## config.mk

```make
export PLATFORM = sky130hd
export DESIGN_NAME = fetch_unit
export DESIGN_NICKNAME = d
export VERILOG_FILES = /design/src/rtl/fetch_unit_pkg.sv /design/src/rtl/fetch_unit_if_id_reg.sv /design/src/rtl/fetch_unit.sv
export SDC_FILE = /design/constraint.sdc
export NUM_CORES = 1
export LEC_CHECK = 0
export CORE_MARGIN = 5
export CORE_UTILIZATION = 40
export CTS_CLUSTER_SIZE = 28
export DETAILED_ROUTE_END_ITERATION = 10
export GPL_TIMING_DRIVEN = 1
export PLACE_DENSITY_LB_ADDON = 0.2
export SETUP_SLACK_MARGIN = 0.05
export SYNTH_ARGS = -nofsm -noshare
export SYNTH_HDL_FRONTEND = slang
export SYNTH_SLANG_ARGS = --single-unit
```

## constraint.sdc

```tcl
create_clock -name clk -period 2.3 [get_ports clk]
set_input_delay 0.46 -clock clk [delete_from_list [all_inputs] [get_ports clk]]
set_output_delay 0.46 -clock clk [all_outputs]
set_load 0.05 [all_outputs]
```

## src/rtl/fetch_unit_pkg.sv

```systemverilog
// Shared fetch-stage definitions: bubble word, reset/memory defaults, state encoding.
package fetch_unit_pkg;

    localparam logic [31:0] NOP_INSTR     = 32'hFC00_0000;
    localparam logic [31:0] RESET_PC_DEF  = 32'd0;
    localparam logic [31:0] MEM_BYTES_DEF = 32'd1024;

    typedef enum logic {
        ST_RUN   = 1'b0,
        ST_FAULT = 1'b1
    } fetch_state_t;

    // A fetch address is bad when misaligned or past the last legal word.
    function automatic logic pc_is_bad(input logic [31:0] pc, input logic [31:0] mem_bytes);
        return (pc[1:0] != 2'b00) || (pc > (mem_bytes - 32'd4));
    endfunction

endpackage

```

## src/rtl/fetch_unit_if_id_reg.sv

```systemverilog
// IF/ID pipeline register: hold beats flush, flush loads a bubble.
module if_id_reg
    import fetch_unit_pkg::*;
#(
    parameter logic [31:0] BUBBLE = NOP_INSTR
) (
    input  logic        clk,
    input  logic        rst,
    input  logic        hold,
    input  logic        flush,
    input  logic [31:0] d_instr,
    input  logic [31:0] d_pc4,
    output logic [31:0] q_instr,
    output logic [31:0] q_pc4,
    output logic        q_valid
);

    logic [31:0] r_instr;
    logic [31:0] r_pc4;
    logic        r_valid;

    // Capture, hold or bubble the stage register.
    always_ff @(posedge clk) begin
        if (rst) begin
            r_instr <= BUBBLE;
            r_pc4   <= 32'd0;
            r_valid <= 1'b0;
        end else if (hold) begin
            r_instr <= r_instr;
        end else if (flush) begin
            r_instr <= BUBBLE;
            r_pc4   <= 32'd0;
            r_valid <= 1'b0;
        end else begin
            r_instr <= d_instr;
            r_pc4   <= d_pc4;
            r_valid <= 1'b1;
        end
    end

    assign q_instr = r_instr;
    assign q_pc4   = r_pc4;
    assign q_valid = r_valid;

endmodule

```

## src/rtl/fetch_unit.sv

```systemverilog
// IF stage: program counter, next-pc selection, bad-address fault and IF/ID register.
//
// state    | meaning
// ST_RUN   | fetching; stall > redirect > bad_pc > advance
// ST_FAULT | bad fetch address seen; everything frozen until rst
module fetch_unit
    import fetch_unit_pkg::*;
#(
    parameter logic [31:0] RESET_PC  = RESET_PC_DEF,
    parameter logic [31:0] MEM_BYTES = MEM_BYTES_DEF,
    parameter logic [31:0] NOP_WORD  = NOP_INSTR,
    parameter int          CNT_W     = 16
) (
    input  logic             clk,
    input  logic             rst,
    output logic [31:0]      pc,
    input  logic [31:0]      command,
    input  logic             stall,
    input  logic             redirect,
    input  logic [31:0]      redirect_target,
    output logic [31:0]      if_id_instr,
    output logic [31:0]      if_id_pc4,
    output logic             if_id_valid,
    output logic             fault,
    output logic [CNT_W-1:0] fetch_count
);

    fetch_state_t     r_state;
    logic [31:0]      r_pc;
    logic             r_fault;
    logic [CNT_W-1:0] r_count;

    logic [31:0] w_pc4;
    logic        w_bad;
    logic        w_hold;
    logic        w_flush;

    assign w_pc4   = r_pc + 32'd4;
    assign w_bad   = pc_is_bad(r_pc, MEM_BYTES);
    // FAULT freezes the stage register exactly like a stall.
    assign w_hold  = (r_state == ST_FAULT) || stall;
    assign w_flush = redirect || w_bad;

    // Fetch state machine with pc, fault flag and valid-fetch counter.
    always_ff @(posedge clk) begin
        if (rst) begin
            r_state <= ST_RUN;
            r_pc    <= RESET_PC;
            r_fault <= 1'b0;
            r_count <= '0;
        end else begin
            case (r_state)
                ST_RUN: begin
                    if (stall) begin
                        r_pc <= r_pc;
                    end else if (redirect) begin
                        // Accepted even from a bad pc: the current fetch is discarded.
                        r_pc <= redirect_target;
                    end else if (w_bad) begin
                        r_state <= ST_FAULT;
                        r_fault <= 1'b1;
                    end else begin
                        r_pc    <= w_pc4;
                        r_count <= r_count + 1'b1;
                    end
                end
                ST_FAULT: begin
                    r_state <= ST_FAULT;
                end
                default: begin
                    r_state <= ST_FAULT;
                    r_fault <= 1'b1;
                end
            endcase
        end
    end

    if_id_reg #(
        .BUBBLE (NOP_WORD)
    ) u_if_id (
        .clk     (clk),
        .rst     (rst),
        .hold    (w_hold),
        .flush   (w_flush),
        .d_instr (command),
        .d_pc4   (w_pc4),
        .q_instr (if_id_instr),
        .q_pc4   (if_id_pc4),
        .q_valid (if_id_valid)
    );

    assign pc          = r_pc;
    assign fault       = r_fault;
    assign fetch_count = r_count;

endmodule

```

==> results.md <==
* CP max-delay cell: clkdlybuf4s50_1
* #FFs+latches synth at 115
* Library cells used by synthesis at 46
* WL final at 13500 um
* TritonRoute pass-1 iters at 4
* Routed Antenna Nets at 0
* Reg-to-Reg End: fetch_count[12]
* DIE AREA at 0.0134 mm2
* Core footprint at 0.0109 mm2
* Yosys Warn Count at 0
* First-pass GRT wire length at 21200 um
* GP Congestion at 0.822
* Layout cells sized above 1 at 0.0877
* Port Buffers at 181
* Primary FF master, synth: dfxtp_1
* Critical Path AT at 1.73 ns
* Area grow syn2layout at 59.9%
* Worst relative slew slack at 0.299
* Slowest stage delay, CP at 0.83 ns
* Clock sink total at 115
* Die Height at 116 um
* Maximum vdd drop at 409 uV
* Commonest non-fill, non-tap cell in the layout: clkdlybuf4s50_1
* Post-synthesis adder-cell area fraction at 0.00559
* R2R depth at 6
* Main combinational cell family by area after synthesis: simple AND/OR/NAND/NOR gates
* Ys async rst share at 0
* Multiplexer share of the synthesized area at 0.00224
* WS Path Type: flip-flop to output pin
* Net Count, Synth at 587
* Pre-CTS setup slack at -0.148 ns
* Mapped Cells at 517
* DRT iter0 DRCs at 339
* Skew final at 0.00859 ns
* Mapped Avg Cell Area at 8.66 um2
* Status: finished clean
* CP Launch Point: pc[25]
* Worst setup endpoint: pc[25]
* Total grt overflow at 0
* Max-slew violations at 0
* Avg WL per Cell at 15.7 um
* Clock Tree Root: clkbuf_8
* Setup_tns at 0 ns
* CTS tree: yes
* Worst-Skew Late Latency at 0.51 ns
* Fmax at 0.457 GHz
* Final hold violation count at 0
* HP Start: rst
* Internal reg-to-reg setup slack at 0.23 ns
* Post-Syn Area at 0.00448 mm2
* Cell row count at 38
* Worst-margin pin slew at 1.05 ns
* Worst R2R Start: pc[13]
* EDFF count, synth at 0
* RSZ-0062 raised after global routing: false
* Crit path max fanout at 4
* Post-Synth Simple-Gate Area at 0.236
* Largest net degree at the start of global routing at 43
* Cell area power density at 789 mW/mm2
* Clock transition at the registers of the reported paths at 0.06 ns
* Antenna diodes at 0
* TritonCTS buffer count at 17
* Worst EP required at 1.84 ns
* # H-tree levels at 4
* Final Setup Violations at 0
* Commonest non-fill, non-tap cells in the layout: 150 x clkdlybuf4s50_1, 115 x dfxtp_1, 59 x nor2_1
* Tmin final at 2.19 ns
* CP Depth at 1
* Ports at 182
* CTS max path bufs at 2
* Overall Global Routing Usage at 0.198
* Crit share post-route at 0.951
* CP Launch Type: flip-flop
* Leakage at 0.00290 uW
* DR vias at 4452
* Final HPWL DP at 9690 um
* Class of the tightest hold or removal check: input port to flip-flop
* Synth Area in Compound Gates at 0.180
* Synth Area in XOR/XNOR at 0.0176
* Register area share after synthesis at 0.514
* Crit end category: output pin
* Initial antenna violation count at 0
* DR DRC count at 0
* Vias/cell at 5.19
* CP cell instances: clkdlybuf4s50_1
* CP top delay family: buffers and inverters
* Crit path buf inv count at 1
* Die width at 116 um
* Vias in the first global route at 4428
* Nets@finish at 775
* Setup ws final at 0.113 ns
* Initial Util at 0.411
* Max Cap Viol at 0
-- stage by stage --
stage | area (um2) | utilization | power [uW] | std cells | hold slack, ns
after global routing | 7160 | 0.657 | 5850 | 858 | 0.278
after global placement | 6480 | 0.595 | 2820 | 826 | 0.442
after CTS | 7120 | 0.654 | 5710 | 858 | 0.268
final | 7160 | 0.657 | 5640 | 858 | 0.302
after detailed placement | 6480 | 0.595 | 2830 | 826 | 0.443
after floorplan | 4480 | - | 2520 | 517 | 0.451
-- synthesized netlist by cell type (all sizes together) (3+ instances only) --
cell type | n | share of area
nor3 | 5 | 0.0056
inv | 13 | 0.011
o22ai | 6 | 0.0084
nand2 | 56 | 0.047
nor2 | 60 | 0.052
dfxtp | 115 | 0.51
and3 | 4 | 0.0056
a21oi | 41 | 0.046
clkbuf | 23 | 0.019
o21ai | 23 | 0.026
nand4 | 8 | 0.011
buf | 12 | 0.014
nand2b | 9 | 0.013
xor2 | 3 | 0.0059
nand3 | 13 | 0.015
a31oi | 4 | 0.0056
xnor2 | 6 | 0.012
or4 | 7 | 0.013
or3 | 10 | 0.014
a22oi | 37 | 0.062
o31ai | 7 | 0.012
or2 | 3 | 0.0042
and2 | 24 | 0.034
nor4 | 7 | 0.0098
-- kinds of logic after synthesis --
logic type,count (synthesis)
DFF,115
adders and majority gates,2
xor gates and xnor gates,9
and+or+nand+nor,213
AOI/OAI and AO/OA,129
buffers and inverters,48
muxes,1
-- cell type report --
cell class / count / area (um2)
inverters: 13 / 48.8
multi-input cells: 354 / 1970
fillers: 955 / 3730
clock inverters: 12 / 203
flip-flops and latches: 115 / 2300
well taps: 140 / 175
repair buffers: 204 / 2000
clock buffers: 20 / 455
-- flip-flops by register name, indices dropped and copies added (netlist names) --
register	cells
fault	1
r_state	1
u_if_id.q_pc4	32
u_if_id.q_valid	1
u_if_id.q_instr	32
pc	32
fetch_count	16
-- timing repair --
item / 4_1_cts / 5_1_grt
gates resized for setup: 15 / 15
hold buffers: 0 / 0
setup buffers: 0 / 0
setup endpoints to repair: 15 / 15
-- power by group --
| group | internal [uW] | leakage [uW] | switching [uW] |
|---|---|---|---|
| logic | 275 | 0.00166 | 405 |
| registers | 2040 | 0.000930 | 51.7 |
| clock network | 1950 | 0.000309 | 914 |
-- worst min-delay path by stage --
stage               slack (ns)  cells after the start                 to
detailed placement        0.44                      1  u_if_id.q_pc4[11]
floorplan                 0.45                      2            r_state
finish                    0.30                      2              pc[0]
global placement          0.44                      1  u_if_id.q_pc4[22]
global route              0.28                      2              pc[0]
CTS                       0.27                      2              pc[0]
-- per-layer routing --
metal  GRT usage  up-vias  part of all wire
li1            -     2195                 -
met1       0.234     2087              0.40
met2       0.331      160              0.50
met3      0.0799       10             0.092
met4      0.0572        0             0.011
met5           0        -                 0
No activity file was read; power rests on OpenSTA's default activity.
